## src/rtl/sip_dot_acc_pkg.sv

```systemverilog
// ============================================================================
// sip_dot_acc_pkg : shared constants, state encoding and clog2 helper
// Rev 1.0
// ============================================================================
`default_nettype none

package sip_dot_acc_pkg;

  localparam int BITS_PARALLEL = 2;
  localparam int PROD_W        = 6;

  typedef enum logic [1:0] {
    ST_IDLE  = 2'd0,
    ST_RUN   = 2'd1,
    ST_FLUSH = 2'd2,
    ST_DONE  = 2'd3
  } state_t;

  function automatic int clog2(input int value);
    int r;
    r = 0;
    for (int v = value - 1; v > 0; v = v >> 1) begin
      r = r + 1;
    end
    return r;
  endfunction

endpackage

`default_nettype wire

```

## src/rtl/sip_dot_tree.sv

```systemverilog
// ============================================================================
// sip_dot_tree : N_DOT signed 3x3 lane multipliers feeding a pairwise adder tree
// Rev 1.0
// ============================================================================
`default_nettype none

module sip_dot_tree
  import sip_dot_acc_pkg::*;
#(
  parameter int N_DOT = 8,
  parameter int SUM_W = PROD_W + clog2(N_DOT)
) (
  input  logic [N_DOT*BITS_PARALLEL-1:0] i_Act,
  input  logic [N_DOT*BITS_PARALLEL-1:0] i_Weight,
  input  logic                           i_ExtA,
  input  logic                           i_ExtW,
  output logic signed [SUM_W-1:0]        o_Sum
);

  logic signed [PROD_W-1:0] w_prod [N_DOT];

  for (genvar l = 0; l < N_DOT; l++) begin : g_lane
    logic signed [2:0] w_a;
    logic signed [2:0] w_w;
    // The extension bit is the slice MSB only for the top slice of a signed operand.
    assign w_a = {i_ExtA & i_Act[l*BITS_PARALLEL+1],    i_Act[l*BITS_PARALLEL +: BITS_PARALLEL]};
    assign w_w = {i_ExtW & i_Weight[l*BITS_PARALLEL+1], i_Weight[l*BITS_PARALLEL +: BITS_PARALLEL]};
    assign w_prod[l] = PROD_W'(w_a) * PROD_W'(w_w);
  end

  always_comb begin : p_tree
    logic signed [SUM_W-1:0] w_node [N_DOT];
    for (int l = 0; l < N_DOT; l++) begin
      w_node[l] = SUM_W'(w_prod[l]);
    end
    for (int s = 1; s < N_DOT; s = s * 2) begin
      for (int k = 0; k < N_DOT; k = k + 2 * s) begin
        w_node[k] = w_node[k] + w_node[k+s];
      end
    end
    o_Sum = w_node[0];
  end

endmodule

`default_nettype wire

```

## src/rtl/sip_dot_acc.sv

```systemverilog
// ============================================================================
// sip_dot_acc : slice-serial signed dot-product engine with shift-accumulate.
// Optional SIP_ACC_SATURATE_EN: saturating (sticky) accumulator. Rev 1.0
// ============================================================================
`default_nettype none

module sip_dot_acc
  import sip_dot_acc_pkg::*;
#(
  parameter int N_DOT      = 8,
  parameter int MAX_SLICES = 4,
  parameter int BITS_ACC   = 32
) (
  input  logic                           i_CLK,
  input  logic                           i_RSTn,
  input  logic                           i_Valid,
  output logic                           o_Ready,
  input  logic [N_DOT*BITS_PARALLEL-1:0] i_Act,
  input  logic [N_DOT*BITS_PARALLEL-1:0] i_Weight,
  input  logic                           i_SignI,
  input  logic                           i_SignW,
  input  logic [clog2(MAX_SLICES)-1:0]   i_NSliceA,
  input  logic [clog2(MAX_SLICES)-1:0]   i_NSliceW,
  output logic                           o_Valid,
  input  logic                           i_Ready,
  output logic [BITS_ACC-1:0]            o_Result
);

  localparam int CNT_W = clog2(MAX_SLICES);
  localparam int SUM_W = PROD_W + clog2(N_DOT);
  localparam int SH_W  = CNT_W + 2;

  state_t                  r_state, w_state_nxt;
  logic [CNT_W-1:0]        r_ia, r_iw, r_nsa, r_nsw;
  logic                    r_sign_i, r_sign_w;
  logic [CNT_W-1:0]        w_nsa, w_nsw;
  logic                    w_sign_i, w_sign_w;
  logic                    w_idle, w_accept, w_last_a, w_last_w, w_last;
  logic signed [SUM_W-1:0] w_sum;

  logic                    r_s1_vld, r_s1_first, r_s1_last;
  logic signed [SUM_W-1:0] r_s1_sum;
  logic [SH_W-1:0]         r_s1_shift;

  logic signed [BITS_ACC-1:0] r_acc, w_acc_nxt, w_base;

  assign w_idle   = (r_state == ST_IDLE);
  assign o_Ready  = (r_state == ST_IDLE) || (r_state == ST_RUN);
  assign o_Valid  = (r_state == ST_DONE);
  assign o_Result = r_acc;
  assign w_accept = i_Valid && o_Ready;

  // The first beat uses the live mode inputs; later beats use the latched copy.
  assign w_nsa    = w_idle ? i_NSliceA : r_nsa;
  assign w_nsw    = w_idle ? i_NSliceW : r_nsw;
  assign w_sign_i = w_idle ? i_SignI   : r_sign_i;
  assign w_sign_w = w_idle ? i_SignW   : r_sign_w;
  assign w_last_a = (r_ia == w_nsa);
  assign w_last_w = (r_iw == w_nsw);
  assign w_last   = w_last_a && w_last_w;

  sip_dot_tree #(
    .N_DOT (N_DOT),
    .SUM_W (SUM_W)
  ) u_tree (
    .i_Act    (i_Act),
    .i_Weight (i_Weight),
    .i_ExtA   (w_sign_i && w_last_a),
    .i_ExtW   (w_sign_w && w_last_w),
    .o_Sum    (w_sum)
  );

  always_ff @(posedge i_CLK or negedge i_RSTn) begin
    if (!i_RSTn) begin
      r_state  <= ST_IDLE;
      r_ia     <= '0;
      r_iw     <= '0;
      r_nsa    <= '0;
      r_nsw    <= '0;
      r_sign_i <= 1'b0;
      r_sign_w <= 1'b0;
    end else begin
      r_state <= w_state_nxt;
      if (w_accept && w_idle) begin
        r_nsa    <= i_NSliceA;
        r_nsw    <= i_NSliceW;
        r_sign_i <= i_SignI;
        r_sign_w <= i_SignW;
      end
      if (w_accept) begin
        if (w_last_a) begin
          r_ia <= '0;
          r_iw <= w_last_w ? '0 : r_iw + 1'b1;
        end else begin
          r_ia <= r_ia + 1'b1;
        end
      end
    end
  end

  always_comb begin
    w_state_nxt = r_state;
    case (r_state)
      ST_IDLE, ST_RUN: begin
        if (w_accept) begin
          w_state_nxt = w_last ? ST_FLUSH : ST_RUN;
        end
      end
      ST_FLUSH: begin
        if (r_s1_vld && r_s1_last) begin
          w_state_nxt = ST_DONE;
        end
      end
      ST_DONE: begin
        if (i_Ready) begin
          w_state_nxt = ST_IDLE;
        end
      end
      default: w_state_nxt = ST_IDLE;
    endcase
  end

  always_ff @(posedge i_CLK or negedge i_RSTn) begin
    if (!i_RSTn) begin
      r_s1_vld   <= 1'b0;
      r_s1_first <= 1'b0;
      r_s1_last  <= 1'b0;
      r_s1_sum   <= '0;
      r_s1_shift <= '0;
    end else begin
      r_s1_vld <= w_accept;
      if (w_accept) begin
        r_s1_sum   <= w_sum;
        r_s1_shift <= SH_W'({r_ia, 1'b0}) + SH_W'({r_iw, 1'b0});
        r_s1_first <= w_idle;
        r_s1_last  <= w_last;
      end
    end
  end

  assign w_base = r_s1_first ? '0 : r_acc;

`ifdef SIP_ACC_SATURATE_EN
  localparam int WIDE_W = BITS_ACC + SUM_W + 4 * MAX_SLICES;
  localparam logic signed [WIDE_W-1:0] c_MAX = {{(WIDE_W-BITS_ACC+1){1'b0}}, {(BITS_ACC-1){1'b1}}};
  localparam logic signed [WIDE_W-1:0] c_MIN = {{(WIDE_W-BITS_ACC+1){1'b1}}, {(BITS_ACC-1){1'b0}}};

  logic                     r_sat, w_sat_nxt;
  logic signed [WIDE_W-1:0] w_wide;

  assign w_wide = WIDE_W'(w_base) + (WIDE_W'(r_s1_sum) <<< r_s1_shift);

  // Once an operation clips, it stays clipped until the next first beat.
  always_comb begin
    w_acc_nxt = w_wide[BITS_ACC-1:0];
    w_sat_nxt = 1'b0;
    if (r_sat && !r_s1_first) begin
      w_acc_nxt = r_acc;
      w_sat_nxt = 1'b1;
    end else if (w_wide > c_MAX) begin
      w_acc_nxt = c_MAX[BITS_ACC-1:0];
      w_sat_nxt = 1'b1;
    end else if (w_wide < c_MIN) begin
      w_acc_nxt = c_MIN[BITS_ACC-1:0];
      w_sat_nxt = 1'b1;
    end
  end

  always_ff @(posedge i_CLK or negedge i_RSTn) begin
    if (!i_RSTn) begin
      r_sat <= 1'b0;
    end else if (r_s1_vld) begin
      r_sat <= w_sat_nxt;
    end
  end
`else
  logic signed [BITS_ACC-1:0] w_addend;

  assign w_addend  = BITS_ACC'(r_s1_sum) <<< r_s1_shift;
  assign w_acc_nxt = w_base + w_addend;
`endif

  always_ff @(posedge i_CLK or negedge i_RSTn) begin
    if (!i_RSTn) begin
      r_acc <= '0;
    end else if (r_s1_vld) begin
      r_acc <= w_acc_nxt;
    end
  end

endmodule

`default_nettype wire

```

## config.mk

```make
export PLATFORM = sky130hd
export DESIGN_NAME = sip_dot_acc
export DESIGN_NICKNAME = d
export VERILOG_FILES = /design/src/rtl/sip_dot_acc_pkg.sv /design/src/rtl/sip_dot_tree.sv /design/src/rtl/sip_dot_acc.sv
export SDC_FILE = /design/constraint.sdc
export NUM_CORES = 1
export LEC_CHECK = 0
export CAP_MARGIN = 20
export CORE_UTILIZATION = 55
export CTS_BUF_LIST = sky130_fd_sc_hd__clkbuf_8
export DETAILED_ROUTE_END_ITERATION = 16
export GPL_TIMING_DRIVEN = 0
export PLACE_DENSITY = 0.77
export SYNTH_ARGS = -nofsm -noshare
export SYNTH_HDL_FRONTEND = slang
export SYNTH_SLANG_ARGS = --single-unit
```

## constraint.sdc

```tcl
create_clock -name i_CLK -period 16 [get_ports i_CLK]
set_input_delay 3.2 -clock i_CLK [delete_from_list [all_inputs] [get_ports i_CLK]]
set_output_delay 3.2 -clock i_CLK [all_outputs]
set_load 0.02 [all_outputs]
```

==> results.py <==
metrics = {
    "worst_setup_path": {
        "r2r_cells": 30,
        "critical_path.endpoint_type": "register",
        "crit_top_cell": "fa_1",
        "worstSetupPathType": "input pin to register",
        "arrival_ns": 10.99,
        "cpPeakStageDelay_ns": 0.61,
        "startpoint_type": "input pin",
        "required_ns": 16.24,
        "crit_slowest_cell": "a21oi_1",
        "cp_max_fo": 10,
    },
    "clocking": {
        "numCtsBuffers": 9,
        "clock-sinks": 59,
        "max-clock-path-buffers": 2,
        "worstSkewPairLatency_ns": 0.37,
        "cts_resized": 0,
        "cts_tree": "done",
        "cts_root_buf": "clkbuf_8",
        "htreeDepth": 3,
        "path_clk_slew_ns": 0.08,
        "cts_setup_buffers": 0,
        "postCtsHoldBufs": 0,
    },
    "global_routing": {
        "use_met2": 0.448,
        "met1_usage": 0.285,
        "grt_usage": 0.241,
        "overflow": 0,
        "grt_max_degree": 36,
        "grt_pass1_wl_um": 31100,
        "antenna_found_initial": 0,
        "met3_usage": 0.0285,
        "grt-busiest-layer": "met2",
        "grt_pass1_vias": 6937,
    },
    "floorplanning": {
        "ioPinCount": 76,
        "start_util": 0.560,
        "die-area_um2": 15900,
        "die_y_um": 126,
        "rows": 45,
        "die_w_um": 126,
        "coreArea_um2": 15100,
    },
    "sta": {
        "final_max_slew_viol_count": 0,
        "relSlewSlack": 0.427,
        "max_freq_mhz": 93.0,
        "setup_violations": 0,
        "tns_ns": 0,
        "rsz0062_at_grt": "false",
        "hold_viol_final": 0,
        "finalCriticalPeriod_ns": 10.75,
        "period_share": 0.672,
        "skew_ns": 0.0122,
        "worst_pin_slew_ns": 0.859,
    },
    "placed_design": {
        "dpl.hpwl_um": 14600,
        "portBuffers": 75,
        "gp_congestion": 0.941,
    },
    "detailed_routing": {
        "vias_per_cell": 5.45,
        "drc": 0,
        "routedWlPerCell_um": 14.1,
        "ant_nets": 0,
        "dr.first_iter.drc_count": 289,
        "wl_um": 17600,
        "vias": 6793,
        "drtPass1Iterations": 4,
    },
    "yosys": {
        "ys_ff_latch": 59,
        "synthCells": 967,
        "synth_area_um2": 8490,
        "async_reset_ff_frac": 1.00,
        "synth_edf_count": 0,
        "ys_types": 58,
        "synth-main-ff-cell": "dfrtp_1",
        "yosys_warnings": 0,
        "syn_nets": 1190,
        "syn_avg_cell_area_um2": 8.78,
        "seq_area_frac_synth": 0.174,
    },
    "flow_run": {
        "cap_violations": 0,
    },
    "finish": {
        "drive_above_1_share": 0.0595,
        "areaGrowthSynthToFinish_pct": 14.0,
        "fin_nets": 1277,
        "n_antenna_cell": 0,
    },
    "worst_hold_path": {
        "min_path_cells": 2,
        "worstHoldPathType": "register to register",
    },
    "run_status": {
        "status": "finished, final reports clean",
    },
}
## worst max-delay path: cells and delay by family
family | cells | cell delay [ns]
fa+ha+maj | 8 | 3.70
compound gates | 8 | 1.67
buf+inv | 7 | 1.25
xor+xnor | 3 | 0.42
simple gates | 2 | 0.53
mux | 1 | 0.21
## layer usage
metal,share of wire,up-vias
met5,0,-
met4,0.023,0
met3,0.026,34
met2,0.53,124
met1,0.43,3254
li1,-,3381
## state kept, by name, summed over array words and instances, names as in the netlist, 2 cells and up
name	flops
o_Result	32
r_ia	2
r_iw	2
r_nsa	2
r_nsw	2
r_s1_shift	3
r_s1_sum	9
r_state	2
## cell usage in the layout (no fill, tap or decap), types with 2 or more instances in the layout
master           count
o31ai_1              2
a21o_1              28
xor2_1              13
buf_1                2
nand2_1             90
a311oi_1             2
and2_1              24
clkbuf_8            10
clkbuf_1            27
or2_2                8
a31oi_1              9
clkinv_4             3
or3_1                4
nand4_1              3
a21boi_0             2
inv_1              135
o211ai_1             3
and3_1              13
fa_1                77
o21ai_0             35
nor2_1              48
mux2_2              28
a21oi_1             59
o21a_1               9
clkinvlp_4           2
mux2i_1             13
nand3_1             19
o22ai_1              3
nor2b_1             42
buf_2                4
a41oi_1              2
ha_1               104
xnor2_1             54
a211o_1              3
nand2b_1             5
dfrtp_1             59
o21bai_1            10
clkdlybuf4s50_1     74
nor3_1               6
## stage by stage
stage	instance area [um^2]	setup slack [ns]	hold slack [ns]	utilization	std cells
2_1_floorplan	8490	6.32	0.447	-	967
5_1_grt	9680	4.77	0.525	0.639	1247
6_report	9680	5.25	0.497	0.639	1247
4_1_cts	9680	5.16	0.500	0.639	1247
3_3_place_gp	9470	4.94	0.466	0.625	1230
3_5_place_dp	9490	4.80	0.482	0.626	1231
## cell type report
class | instances | area (um^2)
flip-flops and latches | 59 | 1480
well taps | 188 | 235
inverters | 135 | 507
fillers | 1325 | 5470
plain buffers | 32 | 124
clock buffers | 10 | 138
clock inverters | 6 | 50.0
multi-input cells | 741 | 6380
repair buffers | 76 | 766
## kinds of logic (layout without fill, tap and decap cells)
kind of cell | Yosys count | after routing | synth area share
adders and majority gates | 181 | 181 | 0.335
buffers and inverters | 167 | 259 | 0.0743
DFF | 59 | 59 | 0.174
and+or+nand+nor | 267 | 267 | 0.153
muxes | 42 | 42 | 0.0543
AOI/OAI and AO/OA | 184 | 184 | 0.140
xor gates and xnor gates | 67 | 67 | 0.0691
## Yosys cell counts, types with 3 or more instances
cell type  number  area (um^2)
and2_1         24          150
a31oi_1         9         56.3
nand3_1        19         95.1
or3_1           4         25.0
fa_1           77         1540
a21oi_1        59          295
ha_1          104         1300
o22ai_1         3         18.8
o21bai_1       10         75.1
mux2_2         28          315
nand4_1         3         18.8
or2_2           8         50.1
a211o_1         3         26.3
dfrtp_1        59         1480
and3_1         13         81.3
o21a_1          9         67.6
nor2_1         48          180
nor3_1          6         30.0
mux2i_1        13          130
nand2_1        90          338
clkbuf_1       27          101
a21o_1         28          210
nand2b_1        5         31.3
xnor2_1        54          473
nor2b_1        42          263
buf_2           3         15.0
o211ai_1        3         22.5
o21ai_0        35          175
inv_1         135          507
xor2_1         13          114
## path summary, 6_finish.rpt
kind	startpoint	to	slack, ns
setup / recovery	i_NSliceA[0]	r_s1_sum[8]$_DFFE_PN0P_	5.25
hold / removal	r_s1_last$_DFFE_PN0P_	r_s1_last$_DFFE_PN0P_	0.50
setup reg to reg	r_state[0]$_DFFE_PN0P_	r_s1_sum[8]$_DFFE_PN0P_	7.58
hold reg to reg	r_s1_last$_DFFE_PN0P_	r_s1_last$_DFFE_PN0P_	0.50
max in group asynchronous	i_RSTn	o_Result[31]$_DFFE_PN0P_	12.56
min in group asynchronous	i_RSTn	o_Result[1]$_DFFE_PN0P_	2.83
Power is left out: the tool's default activity adds up to more than one toggle a clock period on the data nets, which glitch-free logic cannot reach.
